--- src/rtl/button_conditioner.sv ---
// Push-button conditioner: 2-flop synchroniser, counter debounce, registered
// press/release strobes and a hold-to-auto-repeat timer with a step strobe.
module button_conditioner #(
    parameter int CNT_WIDTH       = 20,
    parameter int DEBOUNCE_CYCLES = 500000,
    parameter int REPEAT_DELAY    = 25000000,
    parameter int REPEAT_RATE     = 5000000
) (
    input  logic clk,
    input  logic reset,
    input  logic btn_raw,
    input  logic repeat_en,
    output logic btn_level,
    output logic press_pulse,
    output logic release_pulse,
    output logic repeat_pulse,
    output logic step_pulse
);

    localparam longint CNT_TOP = (longint'(1) << CNT_WIDTH) - 1;

    // Cycle counts beyond the timer range are clamped to its maximum.
    function automatic logic [CNT_WIDTH-1:0] clamp(input longint v);
        return (v > CNT_TOP) ? CNT_WIDTH'(CNT_TOP) : CNT_WIDTH'(v);
    endfunction

    localparam logic [CNT_WIDTH-1:0] DB_LIMIT   = clamp(longint'(DEBOUNCE_CYCLES));
    localparam logic [CNT_WIDTH-1:0] DELAY_LAST = clamp(longint'(REPEAT_DELAY) - 1);
    localparam logic [CNT_WIDTH-1:0] RATE_LAST  = clamp(longint'(REPEAT_RATE) - 1);
    localparam logic [CNT_WIDTH-1:0] CNT_SAT    = '1;

    localparam logic [1:0] IDLE   = 2'd0;
    localparam logic [1:0] DELAY  = 2'd1;
    localparam logic [1:0] REPEAT = 2'd2;
    localparam logic [1:0] HOLD   = 2'd3;

    logic                 sync1;
    logic                 btn_sync;
    logic [CNT_WIDTH-1:0] db_cnt;
    logic                 differ;
    logic                 db_done;
    logic                 rise;
    logic                 fall;

    logic [1:0]           state;
    logic [CNT_WIDTH-1:0] timer;
    logic                 expired;
    logic                 rep_fire;

    assign differ  = (btn_sync != btn_level);
    assign db_done = differ && (db_cnt >= DB_LIMIT);
    assign rise    = db_done && !btn_level;
    assign fall    = db_done && btn_level;

    always_ff @(posedge clk or posedge reset) begin
        if (reset) begin
            sync1         <= 1'b0;
            btn_sync      <= 1'b0;
            db_cnt        <= '0;
            btn_level     <= 1'b0;
            press_pulse   <= 1'b0;
            release_pulse <= 1'b0;
        end else begin
            sync1    <= btn_raw;
            btn_sync <= sync1;
            if (!differ || db_done)
                db_cnt <= '0;
            else if (db_cnt != CNT_SAT)
                db_cnt <= db_cnt + 1'b1;
            if (db_done)
                btn_level <= !btn_level;
            press_pulse   <= rise;
            release_pulse <= fall;
        end
    end

    always_comb begin
        expired = 1'b0;
        case (state)
            DELAY:   expired = (timer >= DELAY_LAST);
            REPEAT:  expired = (timer >= RATE_LAST);
            default: expired = 1'b0;
        endcase
    end

    // A release on the expiry edge, or repeat_en low, suppresses the pulse.
    assign rep_fire = expired && repeat_en && !fall;

    always_ff @(posedge clk or posedge reset) begin
        if (reset) begin
            state        <= IDLE;
            timer        <= '0;
            repeat_pulse <= 1'b0;
            step_pulse   <= 1'b0;
        end else begin
            repeat_pulse <= rep_fire;
            step_pulse   <= rise | rep_fire;
            if (fall) begin
                state <= IDLE;
                timer <= '0;
            end else begin
                case (state)
                    IDLE: begin
                        if (rise) begin
                            state <= repeat_en ? DELAY : HOLD;
                            timer <= '0;
                        end
                    end
                    DELAY, REPEAT: begin
                        if (!repeat_en) begin
                            state <= HOLD;
                            timer <= '0;
                        end else if (expired) begin
                            state <= REPEAT;
                            timer <= '0;
                        end else if (timer != CNT_SAT) begin
                            timer <= timer + 1'b1;
                        end
                    end
                    HOLD:    state <= HOLD;
                    default: state <= IDLE;
                endcase
            end
        end
    end

endmodule
--- config.mk ---
export PLATFORM = sky130hd
export DESIGN_NAME = button_conditioner
export DESIGN_NICKNAME = d
export VERILOG_FILES = /design/src/rtl/button_conditioner.sv
export SDC_FILE = /design/constraint.sdc
export NUM_CORES = 1
export LEC_CHECK = 0
export CAP_MARGIN = 20
export CORE_ASPECT_RATIO = 0.5
export CORE_MARGIN = 4
export CORE_UTILIZATION = 48
export DETAILED_ROUTE_END_ITERATION = 7
export PLACE_DENSITY = 0.72
export SYNTH_ARGS = -nofsm -noshare
export SYNTH_HDL_FRONTEND = slang
export SYNTH_SLANG_ARGS = --single-unit
--- constraint.sdc ---
create_clock -name clk -period 2.3 [get_ports clk]
set_clock_uncertainty 0.1 [all_clocks]
set_input_delay 0.46 -clock clk [delete_from_list [all_inputs] [get_ports clk]]
set_output_delay 0.46 -clock clk [all_outputs]
set_load 0.03 [all_outputs]
# After elaboration in Yosys (flattened, before gate mapping)
# Index checks and enable logic that the tools add are counted.
dict set report op_classes {
  eq_ne 9
  n_reduce_logical 15
  add_sub_neg 2
  magnitude_cmp 2
  n_mux 15
  n_bitwise 1
}
# operator n
set op_table {}
lappend op_table {{2-to-1 mux 20 bit} 7}
lappend op_table {{adder 20 x 1 -> 20 bit, second input constant} 2}
lappend op_table {{inequality test 20 bit, second input constant} 2}
lappend op_table {{case mux 20 bit (2 select lines)} 1}
lappend op_table {{>= comparator 20 x 19 -> 1 bit, second input constant} 1}
lappend op_table {{>= comparator 20 bit, second input constant} 1}
lappend op_table {{2-to-1 mux 2 bit} 5}
lappend op_table {{case mux 2 bit (3 select lines)} 1}
lappend op_table {{logical AND 1 bit} 5}
lappend op_table {{inequality test 5 x 2 -> 1 bit, second input constant} 1}
lappend op_table {{equality test 2 bit, second input constant} 2}
lappend op_table {{inequality test 4 x 2 -> 1 bit, second input constant} 1}
lappend op_table {{logical NOT 1 bit} 3}
lappend op_table {{inequality test 3 bit, second input constant} 1}
lappend op_table {{AND reduction 3 bit} 1}
lappend op_table {{nonzero test 3 bit} 1}
lappend op_table {{equality test 2 x 1 -> 1 bit, second input constant} 1}
lappend op_table {{logical NOT 2 bit} 1}
lappend op_table {{AND reduction 2 bit} 1}
lappend op_table {{nonzero test 2 bit} 1}
lappend op_table {{OR reduction 2 bit} 1}
lappend op_table {{logical OR 1 bit} 1}
lappend op_table {{2-to-1 mux 1 bit} 1}
lappend op_table {{inequality test 1 bit} 1}
lappend op_table {{OR 1 bit} 1}
dict set report totals {
  elab_cells 54
  regBits 49
  in_bits 4
  output_inout_bits 5
}

# Longest topological paths before layout
# Gate-level depths: netlist of run 1.
dict set report logic_depth {
  word_depth 7
  depth_mapped 8
  mapped_depth_nobuf 7
}

# Least setup slack after synthesis of run 1
# OpenSTA, ideal clock, no wires.
dict set report synth_timing {
  kind {register to register}
  start {reg db_cnt[10]}
  end {reg timer[12]}
  stages_incl_launch_ff 9
  required_time_ns 2.074
  setup_ns 0.126
  t_arrival_ns 1.962
  n_path_buf 2
  synth_period_minus_slack_ns 2.188
  setup_slack_ns 0.112
  path_cell_list {dfrtp_1 or3_4 nor4_4 o21a_1 o32a_1 buf_2 nor3_4 buf_4 a221o_1}
}
dict set report synth_via {
  elab_chain_cells 5
  word_cells_on_any_way 9
  classes_between {1 x order compare; 2 x eq/ne; 1 x mux; 5 x reduce/logical}
}
# element line
set synth_rtl {}
lappend synth_rtl {{from (decl)} 39} ;# logic [CNT_WIDTH-1:0] db_cnt;
lappend synth_rtl {{from (signal assigned)} 69} ;# db_cnt <= db_cnt + 1'b1;
lappend synth_rtl {{>= comparator 20 x 19 -> 1 bit (*)} 51} ;# assign db_done = differ && (db_cnt >= DB_LIMIT);
lappend synth_rtl {{logical AND 1 bit (*)} 51}
lappend synth_rtl {{logical AND 1 bit, on equally long branches} {53, 52}}
lappend synth_rtl {{inequality test 5 x 2 -> 1 bit (no source line) (tied with other cells)} -}
lappend synth_rtl {{AND reduction 3 bit (no source line)} -}
lappend synth_rtl {{to (signal assigned)} 117} ;# timer <= timer + 1'b1;
lappend synth_rtl {{to (decl)} 46} ;# logic [CNT_WIDTH-1:0] timer;
# Mark *: on every way between the ends. The rest lies on a longest branch, timed or not.
# A chain may end at the register's enable or synchronous reset.

# Worst setup path after layout of run 1
dict set report layout_timing {
  start {reg timer[0]}
  end {reg timer[11]}
}
dict set report layout_via {
  elab_chain_cells 6
  word_cells_on_any_way 11
  classes_between {1 x add/sub; 1 x order compare; 2 x eq/ne; 6 x mux; 1 x reduce/logical}
}
# element line
set layout_rtl {}
lappend layout_rtl {{adder 20 x 1 -> 20 bit / >= comparator 20 bit (equally long branches)} {117, 80, 81}}
lappend layout_rtl {{2-to-1 mux 20 bit / 2-to-1 mux 1 bit (equally long branches)} -}
lappend layout_rtl {{2-to-1 mux 20 bit} 113} ;# end else if (expired) begin
lappend layout_rtl {{2-to-1 mux 20 bit} 110} ;# if (!repeat_en) begin
lappend layout_rtl {{case mux 20 bit (2 select lines)} 102} ;# case (state)
lappend layout_rtl {{2-to-1 mux 20 bit} 98} ;# if (fall) begin
# Several ways; a longest one is shown, not always the timed one. The select of a mux whose other input is x is not followed.

==> impl_metrics.csv, run 1 <==
group,metric,value,unit
outcome,status,"completed",
worst_setup_path,timing.critical_path.from,"timer[0]$_DFFE_PP0P_",
sta,sum_of_negative_setup_slack,0,ps
clocking,hold_buffers,0,
worst_setup_path,criticalPathCategory,"reg -> reg",
clocking,clock_tree.buffer_depth,2,
final_layout,ff_latch_area,1226,µm²
synth,synth_most_common_cell,"dfrtp_1",
worst_setup_path,timing.critical_path.fanout_max,6,
placed_design,hpwl,4189,µm
worst_setup_path,worst-r2r-setup-slack,90,ps
synth,synth_edf_count,0,
global_route,grt_start_max_net_pins,27,
global_route,grt_overflow_total,0,
synth,dominant_cell_type_by_area_after_synthesis,"dfrtp_1",
placed_design,place_worst_setup_slack,121.6,ps
worst_setup_path,critPathCaptureType,"register",
synth,seq_area_frac_synth,45.75,%
synth,synth_flop_cell,"dfrtp_1",
sta,timing.fmax,452.2,MHz
synth,synth.ff_latch_count,49,
synth,synth_nets,295,
sta,maxSlewViolCount,0,
routing,route.vias.total,2255,
worst_setup_path,r2r-start,"timer[0]$_DFFE_PP0P_",
power,powerDensity,671.8,nW/µm²
clocking,root_buffer,"clkbuf_8",
die,placeableCoreArea,5157,µm²
clocking,tritoncts,"built",
synth,ys_top_cells_by_area,"dfrtp_1 (46%), nor2_1 (5.0%), nand2_1 (3.9%)",
routing,drc,0,
die,dieWidth,113.7,µm
sta,max-slew-margin-rel,61.20,%
sta,timing_worst_slew_pin_value,578.1,ps
run,maxCapViolCount,0,
routing,routed_wire_length,5989,µm
synth,async_reset_ff_share,100.0,%
die,top_level_ports,9,
final_layout,diodes,0,
final_layout,final_stage_net_count,324,
clocking,cts_inserted_buffers,5,
worst_setup_path,worst_ep_required_time,2430,ps
global_route,first_pass_grt_wire_length,10480,µm
sta,setup-violations-final,0,
worst_setup_path,cp_startpoint_kind,"register",
final_layout,multi_input_gate_area,1364,µm²
clocking,post_cts.resized_instances,0,
die,standard_cell_row_count,18,
worst_setup_path,reg2regPathDepth,8,
worst_setup_path,regToRegEndpoint,"timer[11]$_DFFE_PP0P_",
sta,setup_ws,88.42,ps
min_path,holdCritPathClass,"reg -> reg",
synth,synth.yosys.warnings,0,
worst_setup_path,worst-endpoint-arrival,2340,ps
placed_design,placement.io_buffers,8,
clocking,cts-htree-levels,2,
sta,period_minus_slack,2212,ps
die,initial_utilization,51.97,%
routing,drt_first_pass_iters,4,
routing,drt_iter0_markers,128,
power,power_leakage,1.278,nW
final_layout,nFillCells,431,
synth,synth_top_cell_area_share,45.75,%
clocking,worst_setup_hold_path_clk_slew,90,ps
clocking,insertion_delay,320,ps
power,vdd_drop_max,0.0003410,V
synth,syn_avg_cell_area,9.371,µm²
worst_setup_path,timing.critical_path.to,"timer[11]$_DFFE_PP0P_",
routing,antenna_violating_nets_post_route,0,
global_route,grt_pass1_vias,2265,
sta,report.final.hold_viol_count,0,
placed_design,gp_congestion,0.8931,
routing,drt-wirelength-per-cell,15.52,µm
global_route,grt_antenna_before_repair,0,
synth,syn_area,2680,µm²
die,die_height,60.84,µm
sta,min_period_over_period,96.16,%
routing,via_per_inst,5.842,
final_layout,area_growth_syn_to_layout,15.45,%
synth,yosys.cell_types.count,54,
final_layout,post_route_cells_drive_above_1_share,14.56,%
synth,synth_commonest_cells,"dfrtp_1 (49), nor2_1 (36), nand2_1 (28)",
clocking,clock_sink_count,49,
synth,syn_inst,286,
sta,unrepaired_setup_endpoints_after_global_routing,"false",
die,floorplan.die_area,6915,µm²
global_route,grt_usage,19.38,%
-- cells in the final DEF (no fill, tap or decap), types with 9 or more instances in the layout --
| cell type | count |
|---|---|
| buf_4 | 20 |
| xnor2_1 | 9 |
| dfrtp_1 | 49 |
| nor2_1 | 36 |
| nand3_1 | 19 |
| nand2_1 | 28 |
| nor3_1 | 16 |
| nand4_1 | 13 |
| inv_1 | 11 |
-- stage by stage --
step	hold slack, ps	power [W]	util (%)	cell area, µm²	instances
2_1_floorplan	231.2	0.001330	-	2680	286
3_3_place_gp	238.6	0.001483	57.74	2978	376
3_5_place_dp	242.6	0.001501	57.74	2978	376
4_1_cts	263.1	0.002067	59.70	3079	384
5_1_grt	277.6	0.002192	60.00	3094	386
6_report	257.0	0.002079	60.00	3094	386
-- cell type report --
cell class	count	share of cell area (%)
well taps	70	2.831
repair buffers	30	8.734
inverters	12	1.456
clock buffers	7	3.114
flip-flops and latches	49	39.63
multi-input cells	217	44.08
clock inverters	1	0.1617
-- worst min path at each step --
stage                                from                  to  slack [ps]  cells after the start
final                     sync1$_DFF_PP0_  btn_sync$_DFF_PP0_         260                      0
after CTS                 sync1$_DFF_PP0_  btn_sync$_DFF_PP0_         260                      0
after floorplan           sync1$_DFF_PP0_  btn_sync$_DFF_PP0_         230                      0
after global routing      sync1$_DFF_PP0_  btn_sync$_DFF_PP0_         280                      0
after detailed placement  sync1$_DFF_PP0_  btn_sync$_DFF_PP0_         240                      0
after global placement    sync1$_DFF_PP0_  btn_sync$_DFF_PP0_         240                      0
-- critical path, cell delays in order, from the launching register on --
cell and delay, ps:
dfrtp_1 440, ha_1 250, nand3_1 100, nor2_1 50, buf_4 150, and4_1 240
buf_4 180, or4b_4 540, o211ai_2 80
-- timing repair --
action,4_1_cts,5_1_grt
buffers inserted,0,2
endpoints found under the setup margin,0,2
hold endpoints to repair,0,0
-- per-layer routing --
metal / up-vias / part of all wire, % / GRT usage [%]
li1: 1087 / - / -
met2: 43 / 48 / 33.47
met4: 0 / 1.5 / 7.021
met1: 1116 / 45 / 22.85
met5: - / 0 / 0
met3: 9 / 4.9 / 7.171
-- power breakdown --
group,switching (W),total [W],internal (W),leakage (nW)
Combinational,0.000340,0.000570,0.000231,0.559
Clock,0.000299,0.000572,0.000272,0.0542
Sequential,0.0000395,0.000937,0.000897,0.665
-- sequential cells by signal, summed over array words and instances (netlist names) --
signal         count
sync1              1
state              2
step_pulse         1
btn_level          1
repeat_pulse       1
release_pulse      1
timer             20
db_cnt            20
press_pulse        1
btn_sync           1
-- cells by family (layout without fill, tap and decap cells) --
kind of cell	after synthesis	count (layout)	share of synthesized area (%)
adder cells (fa/ha/maj)	5	5	2.334
buffers and inverters	20	50	3.361
multiplexers	4	4	1.541
XOR/XNOR	14	14	4.575
AO/OA/AOI/OAI	55	55	15.83
flip-flops	49	49	45.75
AND/OR/NAND/NOR	138	138	26.47
other	1	1	0.1399
Power figures use the tool's default switching activity.
==> run 2, diff against run 1 <==
Settings changed: HOLD_SLACK_MARGIN set to 0.03.
==> results of run 2 <==
The final DEF is identical to that of run 1; final timing and power are the same.
